**config.mk**
```make
export PLATFORM = sky130hd
export DESIGN_NAME = turn_signal_conditioner
export DESIGN_NICKNAME = d
export VERILOG_FILES = /design/src/rtl/turn_signal_conditioner.sv
export SDC_FILE = /design/constraint.sdc
export NUM_CORES = 1
export LEC_CHECK = 0
export ABC_AREA = 0
export CORE_MARGIN = 10
export CORE_UTILIZATION = 37
export CTS_CLUSTER_SIZE = 12
export DETAILED_ROUTE_END_ITERATION = 10
export PLACE_DENSITY = 0.62
export SYNTH_ARGS = -nofsm -noshare
export SYNTH_HDL_FRONTEND = slang
export SYNTH_SLANG_ARGS = --single-unit
```
**constraint.sdc**
```tcl
create_clock -name clk -period 1.45 [get_ports clk]
set_clock_uncertainty 0.1 [all_clocks]
set_input_delay 0.29 -clock clk [delete_from_list [all_inputs] [get_ports clk]]
set_output_delay 0.29 -clock clk [all_outputs]
set_load 0.005 [all_outputs]
```
**src/rtl/turn_signal_conditioner.sv**
```systemverilog
// turn_signal_conditioner
//   Front end for the tail-light sequencer. Synchronizes and debounces the raw left lever,
//   right lever and hazard push-button contacts, resolves conflicting lever requests and
//   adds a hazard mode that requests both sides at once. Each hazard press toggles hazard.
//
//   Optional feature macro: TURN_AUTOCANCEL_EN
//     defined   - a timeout counter runs in LEFT/RIGHT; after TIMEOUT_CYCLES the request is
//                 dropped into LOCKOUT until both levers are released.
//     undefined - no timeout counter; LOCKOUT is unreachable; LEFT/RIGHT persist while held.
//
// Ports
//   clk              in   clock, all logic on rising edge
//   reset            in   synchronous, active-low reset
//   i_sw_left_raw    in   left lever contact (asynchronous, may bounce)
//   i_sw_right_raw   in   right lever contact (asynchronous, may bounce)
//   i_sw_hazard_raw  in   hazard push-button (asynchronous, may bounce)
//   o_left           out  registered left request to sequencer
//   o_right          out  registered right request to sequencer
//   o_hazard_active  out  registered, high while in HAZARD

module turn_signal_conditioner #(
    parameter int unsigned SYNC_STAGES     = 2,
    parameter int unsigned DEBOUNCE_CYCLES = 4,
    parameter int unsigned TIMEOUT_CYCLES  = 64
) (
    input  logic clk,
    input  logic reset,
    input  logic i_sw_left_raw,
    input  logic i_sw_right_raw,
    input  logic i_sw_hazard_raw,
    output logic o_left,
    output logic o_right,
    output logic o_hazard_active
);

    // Elaboration-time parameter sanity checks.
    if (SYNC_STAGES < 2) begin : g_chk_sync
        $error("SYNC_STAGES must be >= 2");
    end
    if (DEBOUNCE_CYCLES < 1) begin : g_chk_db
        $error("DEBOUNCE_CYCLES must be >= 1");
    end
    if (TIMEOUT_CYCLES < 1) begin : g_chk_tmo
        $error("TIMEOUT_CYCLES must be >= 1");
    end

    // Input lanes: 0 = left, 1 = right, 2 = hazard.
    localparam int unsigned NumIn  = 3;
    localparam int unsigned IdxL   = 0;
    localparam int unsigned IdxR   = 1;
    localparam int unsigned IdxH   = 2;
    localparam int unsigned CntW   = $clog2(DEBOUNCE_CYCLES + 1);

    typedef enum logic [2:0] {
        StIdle    = 3'd0,
        StLeft    = 3'd1,
        StRight   = 3'd2,
        StHazard  = 3'd3,
        StLockout = 3'd4
    } state_e;

    logic [NumIn-1:0]                  w_raw;
    logic [NumIn-1:0][SYNC_STAGES-1:0] r_sync;
    logic [NumIn-1:0]                  w_sync;
    logic [NumIn-1:0]                  r_db;
    logic [NumIn-1:0]                  w_db_d;
    logic [NumIn-1:0][CntW-1:0]        r_cnt;
    logic [NumIn-1:0][CntW-1:0]        w_cnt_d;
    logic                              r_hz_prev;
    logic                              w_hz_press;
    logic                              w_db_left;
    logic                              w_db_right;
    logic                              w_tmo_hit;

    state_e r_state;
    state_e w_next;
    logic   r_left;
    logic   r_right;
    logic   r_hazard;

    assign w_raw = {i_sw_hazard_raw, i_sw_right_raw, i_sw_left_raw};

    // ------------------------------------------------------------------
    // Synchronizer chains
    // ------------------------------------------------------------------
    always_ff @(posedge clk) begin
        if (!reset) begin
            r_sync <= '0;
        end else begin
            for (int i = 0; i < NumIn; i++) begin
                r_sync[i] <= {r_sync[i][SYNC_STAGES-2:0], w_raw[i]};
            end
        end
    end

    always_comb begin
        w_sync = '0;
        for (int i = 0; i < NumIn; i++) begin
            w_sync[i] = r_sync[i][SYNC_STAGES-1];
        end
    end

    // ------------------------------------------------------------------
    // Debouncers: db follows sync only after DEBOUNCE_CYCLES consecutive
    // disagreeing cycles; any agreement restarts the count.
    // ------------------------------------------------------------------
    always_comb begin
        w_db_d  = r_db;
        w_cnt_d = '0;
        for (int i = 0; i < NumIn; i++) begin
            if (w_sync[i] != r_db[i]) begin
                if (r_cnt[i] == CntW'(DEBOUNCE_CYCLES - 1)) begin
                    w_db_d[i]  = w_sync[i];
                    w_cnt_d[i] = '0;
                end else begin
                    w_cnt_d[i] = r_cnt[i] + 1'b1;
                end
            end
        end
    end

    always_ff @(posedge clk) begin
        if (!reset) begin
            r_db      <= '0;
            r_cnt     <= '0;
            r_hz_prev <= 1'b0;
        end else begin
            r_db      <= w_db_d;
            r_cnt     <= w_cnt_d;
            r_hz_prev <= r_db[IdxH];
        end
    end

    assign w_db_left  = r_db[IdxL];
    assign w_db_right = r_db[IdxR];
    // Rising edge of debounced hazard only; release is ignored.
    assign w_hz_press = r_db[IdxH] & ~r_hz_prev;

    // ------------------------------------------------------------------
    // Optional auto-cancel timeout
    // ------------------------------------------------------------------
`ifdef TURN_AUTOCANCEL_EN
    localparam int unsigned TmoW = $clog2(TIMEOUT_CYCLES + 1);

    logic [TmoW-1:0] r_tmo;
    logic [TmoW-1:0] w_tmo_d;

    assign w_tmo_hit = (r_tmo == TmoW'(TIMEOUT_CYCLES - 1));

    // Counts edges spent in LEFT/RIGHT; zero on entry or anywhere else.
    always_comb begin
        w_tmo_d = '0;
        if (((r_state == StLeft) || (r_state == StRight)) && (w_next == r_state)) begin
            w_tmo_d = r_tmo + 1'b1;
        end
    end

    always_ff @(posedge clk) begin
        if (!reset) begin
            r_tmo <= '0;
        end else begin
            r_tmo <= w_tmo_d;
        end
    end
`else
    assign w_tmo_hit = 1'b0;
`endif

    // ------------------------------------------------------------------
    // Request FSM
    // ------------------------------------------------------------------
    always_comb begin
        w_next = r_state;
        if (w_hz_press) begin
            // Hazard toggle outranks any simultaneous lever change.
            w_next = (r_state == StHazard) ? StIdle : StHazard;
        end else begin
            case (r_state)
                StIdle: begin
                    if (w_db_left && !w_db_right) begin
                        w_next = StLeft;
                    end else if (w_db_right && !w_db_left) begin
                        w_next = StRight;
                    end
                end
                StLeft: begin
                    // Releasing left always passes through IDLE, even if right is held.
                    if (!w_db_left) begin
                        w_next = StIdle;
                    end else if (w_tmo_hit) begin
                        w_next = StLockout;
                    end
                end
                StRight: begin
                    if (!w_db_right) begin
                        w_next = StIdle;
                    end else if (w_tmo_hit) begin
                        w_next = StLockout;
                    end
                end
                StHazard: begin
                    w_next = StHazard;
                end
                StLockout: begin
                    if (!w_db_left && !w_db_right) begin
                        w_next = StIdle;
                    end
                end
                default: begin
                    w_next = StIdle;
                end
            endcase
        end
    end

    // Outputs are a registered decode of the next state.
    always_ff @(posedge clk) begin
        if (!reset) begin
            r_state  <= StIdle;
            r_left   <= 1'b0;
            r_right  <= 1'b0;
            r_hazard <= 1'b0;
        end else begin
            r_state  <= w_next;
            r_left   <= (w_next == StLeft) || (w_next == StHazard);
            r_right  <= (w_next == StRight) || (w_next == StHazard);
            r_hazard <= (w_next == StHazard);
        end
    end

    assign o_left          = r_left;
    assign o_right         = r_right;
    assign o_hazard_active = r_hazard;

endmodule
```
======== Yosys cells after proc, flatten, opt, wreduce, memory -nomap -nowiden ========
Index checks and enable logic that the tools add are counted.
cells by class
  add/subtract/negate cells ............... 3
  eq/ne operators ......................... 13
  multiplexer cells ....................... 8
  bitwise operators ....................... 6
  reductions and logical operators ........ 14
operators by type and width
  operator             number
  $eq 3x2->1 const B   7
  $mux 3               6
  $pmux 3 s5           1
  $add 3x1->3 const B  3
  $reduce_or 3->1      3
  $eq 3x1->1 const B   2
  $reduce_and 2->1     3
  $not 1->1            5
  $eq 3x3->1 const B   1
  $logic_and 1x1->1    3
  $logic_not 3->1      1
  $ne 1x1->1           3
  $logic_not 1->1      2
  $logic_or 1x1->1     2
  $mux 2               1
  $and 1x1->1          1
word-level totals
  flip-flop bits (word level) ............. 25
  output and inout port bits .............. 3
  word-level logic and storage cells ...... 58

======== Depth between registers and ports, before layout ========
  word-level depth ........................ 8
  mapped depth ............................ 4
  mapped depth without buffers ............ 4

======== Worst setup path before layout ========
OpenSTA, ideal clock, no wires.
  path type ............................... register -> register
  start point ............................. register r_cnt[0] (netlist bit)
  end point ............................... register r_cnt[0] (netlist bit)
  setup time .............................. 0.065 ns
  arrival ................................. 0.927 ns
  required time ........................... 1.285 ns
  slack ................................... 0.358 ns
  stages on the path, launching flop included .. 5
  clock period less this slack ............ 1.092 ns
  cells stage by stage .................... dfxtp_1 > ha_1 > ha_1 > nand3b_1 > nor2_1
between the ends
  longest elaborated chain between the ends .. 2
ends and longest elaborated chain
  element                                              line  RTL
  start: declaration                                   67    logic [NumIn-1:0][CntW-1:0] r_cnt;
  start signal: assignment                             129   r_cnt <= w_cnt_d;
  branches (longest 2 deep; another with $add 3x1->3)  -
Parallel ways; which one is timed is not known.
A chain may end at the register's enable or synchronous reset.

======== Final worst setup path ========
  start point ............................. register r_left (netlist: o_left)
  end point ............................... output o_left
RTL lines
  element                   line  RTL
  start: declaration        77    logic r_left;
  start signal: assignment  225   r_left <= (w_next == StLeft) || (w_next == StHazard);
  end: declaration          31    output logic o_left,
No word-level cell between the ends.

==> metrics.md <==
| Metric | Value |
|---|---|
| Crit end category | output pin |
| Setup TNS | 0 ns |
| Die Wd | 68.9 um |
| Pleak | 0.425 nW |
| CTS tree | done |
| Core area | 0.00223 mm2 |
| Cell Area, Synth | 883 um2 |
| Vias per cell | 4.37 |
| Number of synthesized register bits | 25 |
| Netlist cell types | 18 |
| Worst vdd ir | 0.000431 V |
| Unrepaired setup endpoints after global routing | no |
| Layout cells sized above 1 | 5.26% |
| Routed length per placed instance | 9.37 um |
| Initial antenna violation count | 0 |
| HPWL Detailed | 909 um |
| Final WL | 1150 um |
| Final Worst Setup Slack | 0.190 ns |
| R2R setup slack | 0.24 ns |
| Crit path depth | 1 |
| CP startpoint | o_left |
| Clock Latency Late Sink | 0.30 ns |
| Crit Path Max Fanout | 1 |
| Sink Count | 25 |
| Design Area, Final | 0.00102 mm2 |
| Pwr Density | 1010 mW/mm2 |
| Fill cell count | 232 |
| Port Buffers | 7 |
| H-tree levels | 1 |
| Fmax | 0.794 GHz |
| Vias in the first global route | 552 |
| RePlAce Congestion | 0.684 |
| Max-slew violation count | 0 |
| GR Util All Layers | 5.67% |
| Worst EP arrival | 0.87 ns |
| CP startpoint kind | flip-flop |
| Pre-CTS setup slack | -0.00738 ns |
| Ant. Diodes | 0 |
| Max-Cap Viols | 0 |
| Dominant cells by area after synthesis | dfxtp_1 57%, ha_1 8.5%, and2_1 5.7%, nor2_1 5.1%, nand3b_1 4.2% |
| NumNets Final | 107 |
| Antenna Nets Post-Route | 0 |
| Crit-path leading delay family | flip-flops |
| Vias | 537 |
| Register area share after synthesis | 56.7% |
| Largest net degree at the start of global routing | 15 |
| FF-to-FF Start | r_cnt[6] |
| Hold Vio Cnt, Final | 0 |
| Placed inst area | 992 um2 |
| Worst hold path type | reg -> reg |
| CTS root buf | clkbuf_4 |
| Initial DRC count | 12 |
| Syn nets | 95 |
| Die Footprint | 0.00474 mm2 |
| Starting density of the core | 39.6% |
| Syn avg cell area | 10.5 um2 |
| Crit-path cells | dlygate4sd2_1 |
| Global route overflow | 0 |
| Rel. slew slack | 82.8% |
| Crit Path Category | reg -> out |
| Synth warn | 0 |
| Final worst-path cycle share | 86.9% |
| Reg clk slew, reported paths | 0.13 ns |
| Final setup violation count | 0 |
| Core Rows | 17 |
| Clock buffer count from CTS | 3 |
| Postcts setup bufs | 0 |
| Synth top area share | 56.7% |
| # DRC | 0 |
| P&R area growth vs syn | 15.0% |
| Slowest cell delay on critical path | 0.32 ns |
| Largest area contributor in the synthesized netlist | dfxtp_1 |
| Post-layout util | 45.5% |
| Worst setup path end | o_left |
| Power Total | 1.02 mW |
| Critical-path top delay cell | dfxtp_1 |
| Die H | 68.9 um |
| Hold path depth | 1 |
| WP data required | 1.06 ns |
| Slew at the pin closest to its max-slew limit | 0.258 ns |
| Synth Instances | 84 |
| Status | finished, final reports clean |
| Final Critical Period | 1.26 ns |
| DR pass1 iterations | 3 |
| R2R Path End | r_cnt[8] |
| Ports | 8 |
| Worst path bufs/invs | 1 |
| Clock Tree Buf Depth | 2 |
| First-pass GRT wire length | 2040 um |
| FF-to-FF path depth | 4 |
[cells in the final DEF (no fill, tap or decap), types with 2 or more instances in the layout]
cell              n
and2_1            8
clkbuf_4          3
clkdlybuf4s50_1   4
dfxtp_1          25
dlygate4sd2_1     3
ha_1              6
inv_1             6
mux2i_1           3
nand3b_1          5
nor2_1           12
nor2b_1           3
o21ai_0           4
o22ai_1           2
xor2_1            3
[kinds of logic (layout without fill, tap and decap cells)]
kind of cell / Yosys count / in the layout / share of synthesized area [%]
AO/OA/AOI/OAI: 6 / 6 / 3.68
multiplexers: 3 / 3 / 3.40
XOR/XNOR: 4 / 4 / 3.97
adder cells (fa/ha/maj): 6 / 6 / 8.50
flip-flops: 25 / 25 / 56.7
buffers and inverters: 7 / 18 / 2.97
AND/OR/NAND/NOR: 33 / 33 / 20.8
[state kept, by name (all words and copies together), names as in the netlist]
| name | flops |
|---|---|
| o_right | 1 |
| r_state | 3 |
| r_db | 3 |
| r_sync | 6 |
| o_left | 1 |
| r_cnt | 9 |
| r_hz_prev | 1 |
| o_hazard_active | 1 |
[worst min path at each step]
stage                  start       end
floorplan           r_cnt[0]  r_cnt[0]
global placement    r_cnt[0]  r_cnt[0]
detailed placement  r_cnt[0]  r_cnt[0]
CTS                 r_cnt[0]  r_cnt[0]
global route        r_cnt[6]  r_cnt[6]
finish              r_cnt[6]  r_cnt[6]
[timing repair]
action,4_1_cts,5_1_grt
resized for setup,3,0
hold buffers,0,0
setup endpoints to repair,3,0
[power by group]
| group | switching [mW] | internal [mW] |
|---|---|---|
| clock network | 0.188 | 0.103 |
| registers | 0.00419 | 0.697 |
| logic | 0.0128 | 0.0197 |
[stage by stage]
step | instances | hold WS (ns)
3_5_place_dp | 119 | 0.311
6_report | 123 | 0.328
2_1_floorplan | 84 | 0.299
3_3_place_gp | 119 | 0.307
5_1_grt | 123 | 0.366
4_1_cts | 123 | 0.330
[routing by layer]
| metal | global-route usage [%] | vias to the layer above | share of wire, % |
|---|---|---|---|
| met3 | 2.74 | 2 | 5.3 |
| met2 | 9.93 | 6 | 45 |
| met1 | 5.38 | 233 | 49 |
| li1 | - | 296 | - |
| met4 | 2.96 | 0 | 1.0 |
| met5 | 0 | - | 0 |
[cells in the mapped netlist]
| master | number |
|---|---|
| xnor2_1 | 1 |
| xor2_1 | 3 |
| nor3_1 | 1 |
| nand3b_1 | 5 |
| nor2_1 | 12 |
| and2b_1 | 1 |
| ha_1 | 6 |
| and2_1 | 8 |
| dfxtp_1 | 25 |
| mux2i_1 | 3 |
| o22ai_1 | 2 |
| o21ai_0 | 4 |
| and4_1 | 1 |
| nand2b_1 | 1 |
| nor2b_1 | 3 |
| inv_1 | 6 |
| clkbuf_1 | 1 |
| nand3_1 | 1 |
[layout make-up]
type                       instances  area [um2]  area share, %
multi-input combinational         52         357           35.1
timing repair buffer               8        73.8           7.27
sequential                        25         500           49.3
tap                               28        35.0           3.45
clock buffer                       3        22.5           2.22
clock inverter                     1        5.00          0.493
inverter                           6        22.5           2.22
(Power assumes the default switching activity.)
